### config.mk
export PLATFORM = sky130hd
export DESIGN_NAME = systolic_skew_feeder
export DESIGN_NICKNAME = d
export VERILOG_FILES = /design/src/rtl/systolic_skew_feeder.sv
export SDC_FILE = /design/constraint.sdc
export NUM_CORES = 2
export LEC_CHECK = 0
export ABC_AREA = 1
export CAP_MARGIN = 10
export CORE_UTILIZATION = 50
export CTS_CLUSTER_DIAMETER = 30
export DETAILED_ROUTE_END_ITERATION = 10
export GPL_TIMING_DRIVEN = 0
export HOLD_SLACK_MARGIN = 0.03
export MAX_ROUTING_LAYER = met4
export PLACE_DENSITY = 0.66
export SLEW_MARGIN = 25
export SYNTH_ARGS = -nofsm -noshare
export SYNTH_HDL_FRONTEND = slang
export SYNTH_SLANG_ARGS = --single-unit
export TNS_END_PERCENT = 100
### constraint.sdc
create_clock -name clk -period 69.3 [get_ports clk]
set_input_delay 20.79 -clock clk [delete_from_list [all_inputs] [get_ports clk]]
set_output_delay 20.79 -clock clk [all_outputs]
set_load 0.01 [all_outputs]
### src/rtl/systolic_skew_feeder.sv
// Operand feeder for the 4x4 output-stationary systolic array: buffers A and B,
// then streams diagonally skewed, zero-padded west/north beats after a clear pulse.
module systolic_skew_feeder #(
  parameter int DW        = 32,
  parameter int N         = 4,
  parameter int DRAIN_CYC = 2
) (
  input  logic          clk,
  input  logic          rst,
  input  logic          wr_en,
  input  logic          wr_mat,
  input  logic [3:0]    wr_addr,
  input  logic [DW-1:0] wr_data,
  input  logic          start,
  output logic          busy,
  output logic          array_clr,
  output logic          feed_valid,
  output logic [DW-1:0] west0,
  output logic [DW-1:0] west1,
  output logic [DW-1:0] west2,
  output logic [DW-1:0] west3,
  output logic [DW-1:0] north0,
  output logic [DW-1:0] north1,
  output logic [DW-1:0] north2,
  output logic [DW-1:0] north3,
  output logic          done
);
  localparam int WORDS = N * N;
  localparam int AW    = $clog2(WORDS);
  localparam int BEATS = 3 * N - 2;
  localparam int MW    = $clog2(BEATS);
  localparam int DCW   = (DRAIN_CYC > 1) ? $clog2(DRAIN_CYC) : 1;
  localparam logic [MW-1:0]  LAST_BEAT  = MW'(BEATS - 1);
  localparam logic [DCW-1:0] LAST_DRAIN = DCW'(DRAIN_CYC - 1);

  typedef enum logic [1:0] {IDLE, CLR, RUN, DRAIN} state_t;

  state_t         state_q, state_d;
  logic [MW-1:0]  m_q, m_d;
  logic [DCW-1:0] dcnt_q, dcnt_d;
  logic           done_q, done_d;
  logic           busy_q, clr_q, fv_q;

  logic [DW-1:0]  a_q [WORDS];
  logic [DW-1:0]  b_q [WORDS];
  logic [DW-1:0]  west_d [N];
  logic [DW-1:0]  north_d [N];
  logic [DW-1:0]  west_q [N];
  logic [DW-1:0]  north_q [N];

  always_comb begin
    state_d = state_q;
    m_d     = m_q;
    dcnt_d  = dcnt_q;
    done_d  = 1'b0;
    case (state_q)
      // A start coinciding with the done pulse is dropped, not queued.
      IDLE: if (start && !done_q) state_d = CLR;
      CLR: begin
        state_d = RUN;
        m_d     = '0;
      end
      RUN: begin
        if (m_q == LAST_BEAT) begin
          if (DRAIN_CYC == 0) begin
            state_d = IDLE;
            done_d  = 1'b1;
          end else begin
            state_d = DRAIN;
            dcnt_d  = '0;
          end
        end else begin
          m_d = m_q + MW'(1);
        end
      end
      DRAIN: begin
        if (dcnt_q == LAST_DRAIN) begin
          state_d = IDLE;
          done_d  = 1'b1;
        end else begin
          dcnt_d = dcnt_q + DCW'(1);
        end
      end
      default: state_d = IDLE;
    endcase
  end

  // Feed words are looked up from the next beat index so they land in the
  // same registered cycle that feed_valid marks.
  genvar gi;
  generate
    for (gi = 0; gi < N; gi++) begin : g_feed
      int            k;
      logic [AW-1:0] w_idx, n_idx;
      logic [DW-1:0] w_v, n_v;
      always_comb begin
        k     = int'(m_d) - gi;
        w_idx = AW'(gi * N + k);
        n_idx = AW'(k * N + gi);
        w_v   = '0;
        n_v   = '0;
        if (state_d == RUN && k >= 0 && k < N) begin
          w_v = a_q[w_idx];
          n_v = b_q[n_idx];
        end
      end
      assign west_d[gi]  = w_v;
      assign north_d[gi] = n_v;
    end
  endgenerate

  always_ff @(posedge clk or posedge rst) begin
    if (rst) begin
      state_q <= IDLE;
      m_q     <= '0;
      dcnt_q  <= '0;
      done_q  <= 1'b0;
      busy_q  <= 1'b0;
      clr_q   <= 1'b0;
      fv_q    <= 1'b0;
      for (int w = 0; w < WORDS; w++) begin
        a_q[w] <= '0;
        b_q[w] <= '0;
      end
      for (int i = 0; i < N; i++) begin
        west_q[i]  <= '0;
        north_q[i] <= '0;
      end
    end else begin
      state_q <= state_d;
      m_q     <= m_d;
      dcnt_q  <= dcnt_d;
      done_q  <= done_d;
      busy_q  <= (state_d != IDLE);
      clr_q   <= (state_d == CLR);
      fv_q    <= (state_d == RUN);
      for (int i = 0; i < N; i++) begin
        west_q[i]  <= west_d[i];
        north_q[i] <= north_d[i];
      end
      if (wr_en && state_q == IDLE) begin
        if (wr_mat) b_q[wr_addr] <= wr_data;
        else        a_q[wr_addr] <= wr_data;
      end
    end
  end

  assign busy       = busy_q;
  assign array_clr  = clr_q;
  assign feed_valid = fv_q;
  assign done       = done_q;
  assign west0      = west_q[0];
  assign west1      = west_q[1];
  assign west2      = west_q[2];
  assign west3      = west_q[3];
  assign north0     = north_q[0];
  assign north1     = north_q[1];
  assign north2     = north_q[2];
  assign north3     = north_q[3];
endmodule

==> results_tabular.tex <==
\begin{tabular}{lr}
\hline
Metric & Value \\
\hline
\multicolumn{2}{l}{\textbf{Hold path}} \\
\quad Worst hold path class & reg -> reg \\
\multicolumn{2}{l}{\textbf{Clocking}} \\
\quad CTS Sinks & 1291 \\
\quad Post-CTS clock slew at the launch and capture registers of the worst setup and hold paths & 40 ps \\
\quad Clock tree from TritonCTS & built \\
\quad Total number of H-tree levels & 5 \\
\quad Insertion delay to the later sink of the worst-skew pair & 920 ps \\
\quad Hold buffer count at CTS & 0 \\
\quad Post-CTS Resized & 0 \\
\quad CTS Buffer Depth & 4 \\
\quad Post-CTS Setup Bufs & 0 \\
\quad Clock buffer count from CTS & 298 \\
\quad CTS root buffer & sky130\_fd\_sc\_hd\_\_clkbuf\_16 \\
\multicolumn{2}{l}{\textbf{Pwr}} \\
\quad Power after layout & 4550 µW \\
\quad Total net switching power & 2080 µW \\
\quad P per Cell Area & 63.1 nW/µm² \\
\quad Cell leakage power & 0.0336 µW \\
\quad Relative contribution of combinational cells to total power & 45.5\% \\
\quad IR Drop Worst-Case VDD & 0.0629 mV \\
\quad Sw frac & 45.8\% \\
\quad Clock Power Share & 30.8\% \\
\quad Internal power & 2470 µW \\
\quad Share of total power in sequential cells & 23.7\% \\
\multicolumn{2}{l}{\textbf{Die}} \\
\quad Cell row count & 123 \\
\quad Die Outline Area & 115000 µm² \\
\quad Effective utilization at floorplan & 50.4\% \\
\quad Core area & 112000 µm² \\
\quad Die W & 338 µm \\
\quad Die Span Y & 338 µm \\
\quad Number of top-level pins & 301 \\
\multicolumn{2}{l}{\textbf{Worst setup path}} \\
\quad Number of cells traversed by the worst register-to-register path & 17 \\
\quad Critical Path Start & rst \\
\quad Critical Path End Type & async pin \\
\quad Worst setup endpoint & b\_q[411] \\
\quad Capture instance of the worst register-to-register path & north3[29] \\
\quad Largest fanout of any net on the critical path & 102 \\
\quad Arrival time at the worst endpoint & 24220 ps \\
\quad Worst setup path class & in -> async \\
\quad Register-to-register path setup slack & 63010 ps \\
\quad Req. time, crit path & 70300 ps \\
\quad Launch point of the worst reg-to-reg path & state\_q[0] \\
\quad Critical Path Source Type & input pin \\
\multicolumn{2}{l}{\textbf{Timing}} \\
\quad Final number of hold-violating endpoints & 0 \\
\quad Endpoints failing setup & 0 \\
\quad Worst clock skew on the final layout & 54.0 ps \\
\quad Setup repair after global routing missed its margin & no \\
\quad Final number of max-transition violations & 0 \\
\quad Minimum period implied by the final worst setup slack & 23220 ps \\
\quad Post-route fraction of the period consumed by the critical path & 33.5\% \\
\quad Maximum clock rate & 43.1 MHz \\
\quad Slew at the pin closest to its max-slew limit & 1200 ps \\
\quad Relative slew slack & 19.8\% \\
\multicolumn{2}{l}{\textbf{Outcome}} \\
\quad Run status & complete, no violations \\
\multicolumn{2}{l}{\textbf{Place}} \\
\quad Routability congestion estimate from global placement & 1.01 \\
\quad Total of buffers placed on input and output ports & 300 \\
\quad Dpl hpwl & 163000 µm \\
\quad Number of cells after detailed placement & 8604 \\
\multicolumn{2}{l}{\textbf{Job}} \\
\quad Max-cap viol count & 0 \\
\multicolumn{2}{l}{\textbf{GRT}} \\
\quad Overall global routing resource usage & 42.1\% \\
\quad Overflow left after global routing & 0 \\
\quad Initial antenna violation count & 22 \\
\quad Vias in the first global route & 52947 \\
\quad Wire length of the first global-routing pass & 344000 µm \\
\quad Largest net degree at the start of global routing & 103 \\
\multicolumn{2}{l}{\textbf{Finish}} \\
\quad Area growth, synth to finish & 27.3\% \\
\quad Final std cells w/o fill & 9141 \\
\quad Final Net Count & 7454 \\
\quad Fraction of layout cells with a size suffix above 1 & 9.11\% \\
\multicolumn{2}{l}{\textbf{Synthesis}} \\
\quad Synth Register Bits & 1291 \\
\quad Post-synth net total & 6835 \\
\quad Yosys cell types & 34 \\
\quad Yosys warnings & 0 \\
\quad Register area share after synthesis & 57.1\% \\
\quad Area share of the largest cell type after synthesis & 57.1\% \\
\quad Count of mapped cells out of synthesis & 6785 \\
\quad Mean post-synth cell area & 8.34 µm² \\
\quad Largest area contributor in the netlist & sky130\_fd\_sc\_hd\_\_dfrtp\_1 \\
\quad Cell types with the largest area share after synthesis & sky130\_fd\_sc\_hd\_\_dfrtp\_1 57\%, sky130\_fd\_sc\_hd\_\_nand2\_1 13\%, sky130\_fd\_sc\_hd\_\_o21ai\_0 10\% \\
\quad Post-synthesis instance area & 56600 µm² \\
\multicolumn{2}{l}{\textbf{Detailed routing}} \\
\quad WL/cell & 25.8 µm \\
\quad Number of vias in the routed layout & 54277 \\
\quad Post-detailed-route via-to-cell ratio & 5.94 \\
\quad Total length of routed wires & 235000 µm \\
\quad Antenna Violating Nets Remaining & 0 \\
\quad First DRT Iteration DRCs & 6847 \\
\quad DRC violations left & 0 \\
\quad First-pass detailed-route iteration total & 9 \\
\hline
\end{tabular}
-- cell families (layout without fill, tap and decap cells) --
family / Yosys count / in the layout / share of synthesized area [%]
xor+xnor: 2 / 2 / 0.0309
other cells: 0 / 22 / 0
compound gates: 1440 / 1440 / 13.2
fa+ha+maj: 9 / 9 / 0.199
buf+inv: 972 / 1806 / 6.75
flops: 1291 / 1291 / 57.1
simple gates: 3071 / 3071 / 22.7
-- placed cells by master, fill, tap and decap left out, types with 2 or more instances in the layout --
master and instances:
sky130_fd_sc_hd__or2_2 4, sky130_fd_sc_hd__dfrtp_1 1291, sky130_fd_sc_hd__o211ai_1 22, sky130_fd_sc_hd__buf_4 4
sky130_fd_sc_hd__nand4_1 216, sky130_fd_sc_hd__inv_1 384, sky130_fd_sc_hd__clkinvlp_4 39, sky130_fd_sc_hd__o21ai_0 1171
sky130_fd_sc_hd__clkbuf_16 305, sky130_fd_sc_hd__nor2_1 325, sky130_fd_sc_hd__o21a_1 64, sky130_fd_sc_hd__ha_1 9
sky130_fd_sc_hd__nand3b_1 27, sky130_fd_sc_hd__clkbuf_8 40, sky130_fd_sc_hd__buf_16 17, sky130_fd_sc_hd__nand2_1 1986
sky130_fd_sc_hd__buf_1 21, sky130_fd_sc_hd__a21oi_1 148, sky130_fd_sc_hd__nand3_1 472, sky130_fd_sc_hd__clkinv_2 39
sky130_fd_sc_hd__buf_6 2, sky130_fd_sc_hd__clkbuf_2 39, sky130_fd_sc_hd__a31oi_1 32, sky130_fd_sc_hd__nand3_2 4
sky130_fd_sc_hd__buf_2 122, sky130_fd_sc_hd__nand2_2 4, sky130_fd_sc_hd__clkbuf_1 424, sky130_fd_sc_hd__nor3_1 28
sky130_fd_sc_hd__clkdlybuf4s50_1 300, sky130_fd_sc_hd__inv_6 16, sky130_fd_sc_hd__diode_2 22, sky130_fd_sc_hd__inv_2 7
sky130_fd_sc_hd__bufinv_16 31, sky130_fd_sc_hd__clkinv_4 11, sky130_fd_sc_hd__clkinv_8 2
-- worst max-delay path: stages --
cell,delay (ps)
sky130_fd_sc_hd__clkdlybuf4s50_1,490
sky130_fd_sc_hd__inv_8,340
sky130_fd_sc_hd__buf_16,350
sky130_fd_sc_hd__buf_16,390
sky130_fd_sc_hd__buf_16,390
sky130_fd_sc_hd__buf_16,310
sky130_fd_sc_hd__buf_16,340
sky130_fd_sc_hd__buf_16,420
-- Yosys cell counts --
library cell and number:
sky130_fd_sc_hd__o21ai_0 1171, sky130_fd_sc_hd__clkbuf_1 431, sky130_fd_sc_hd__a21oi_1 148, sky130_fd_sc_hd__o211ai_1 22, sky130_fd_sc_hd__o31ai_1 1, sky130_fd_sc_hd__o21ai_1 1
sky130_fd_sc_hd__clkinv_1 1, sky130_fd_sc_hd__xor2_1 1, sky130_fd_sc_hd__buf_2 122, sky130_fd_sc_hd__nand2_2 4, sky130_fd_sc_hd__nand3_1 472, sky130_fd_sc_hd__nor2_1 325
sky130_fd_sc_hd__buf_6 1, sky130_fd_sc_hd__ha_1 9, sky130_fd_sc_hd__nand4_2 1, sky130_fd_sc_hd__nor4_2 1, sky130_fd_sc_hd__or2_2 4, sky130_fd_sc_hd__a31oi_1 32
sky130_fd_sc_hd__nand2_4 1, sky130_fd_sc_hd__nand3b_1 27, sky130_fd_sc_hd__nand4_1 216, sky130_fd_sc_hd__buf_4 4, sky130_fd_sc_hd__nor3_1 28, sky130_fd_sc_hd__buf_1 21
sky130_fd_sc_hd__xnor2_1 1, sky130_fd_sc_hd__o21a_1 64, sky130_fd_sc_hd__nor3_2 1, sky130_fd_sc_hd__nand2_1 1986, sky130_fd_sc_hd__inv_1 385, sky130_fd_sc_hd__a21boi_2 1
sky130_fd_sc_hd__nand3_2 4, sky130_fd_sc_hd__dfrtp_1 1291, sky130_fd_sc_hd__nor2_4 1, sky130_fd_sc_hd__inv_2 7
-- flip-flops by register name (all words and copies together), names as in the netlist --
signal and cells:
array_clr 1, west2 32, state_q 2, north1 32, west1 32, west0 32, m_q 4, north0 32
done 1, busy 1, west3 32, b_q 512, north3 32, dcnt_q 1, feed_valid 1, north2 32
a_q 512
-- power groups by stage --
stage	sequential [µW]	clock, µW	combinational, µW
2_1_floorplan	1070	0	1160
3_3_place_gp	1090	0	1940
3_5_place_dp	1080	0	1960
4_1_cts	1070	1400	1980
5_1_grt	1100	1440	2180
6_report	1080	1400	2070
-- metrics by stage --
step / util (%) / area, µm² / setup TNS (ps) / worst slack (ps) / hold WS [ps]
finish: 64.2 / 72100 / 0 / 46080 / 476
global route: 64.2 / 72100 / 0 / 45630 / 492
CTS: 64.1 / 72000 / 0 / 46000 / 476
detailed placement: 55.2 / 62000 / 0 / 45090 / 465
global placement: 54.7 / 61500 / -3236420 / -2880 / 458
floorplan: - / 56600 / 0 / 12120 / 433
-- layer usage --
layer | track usage, % | share of wire, % | vias to the layer above
met4 | 25.8 | 6.6 | 0
met5 | - | 0 | -
met3 | 13.6 | 12 | 839
met2 | 60.3 | 44 | 3296
li1 | - | - | 23573
met1 | 51.7 | 38 | 26569
-- layout make-up --
| type | instances | area (µm²) |
|---|---|---|
| fillers | 9702 | 40300 |
| flip-flops and latches | 1291 | 32300 |
| multi-input cells | 4522 | 20500 |
| clock buffers | 377 | 8300 |
| repair buffers | 319 | 3500 |
| plain buffers | 579 | 2400 |
| well taps | 1500 | 1880 |
| clock inverters | 138 | 1690 |
| inverters | 393 | 1480 |
| diodes | 22 | 55.1 |
-- how the worst min path moves through the flow --
stage | from | end | slack [ps] | cells past startpoint
2_1_floorplan | dcnt_q | done | 430 | 2
6_report | b_q[436] | b_q[436] | 480 | 2
3_5_place_dp | a_q[472] | a_q[472] | 460 | 2
4_1_cts | a_q[449] | a_q[449] | 480 | 2
5_1_grt | b_q[227] | b_q[227] | 490 | 2
3_3_place_gp | a_q[464] | a_q[464] | 460 | 2
Note: power is estimated with default switching activity, not from simulation.
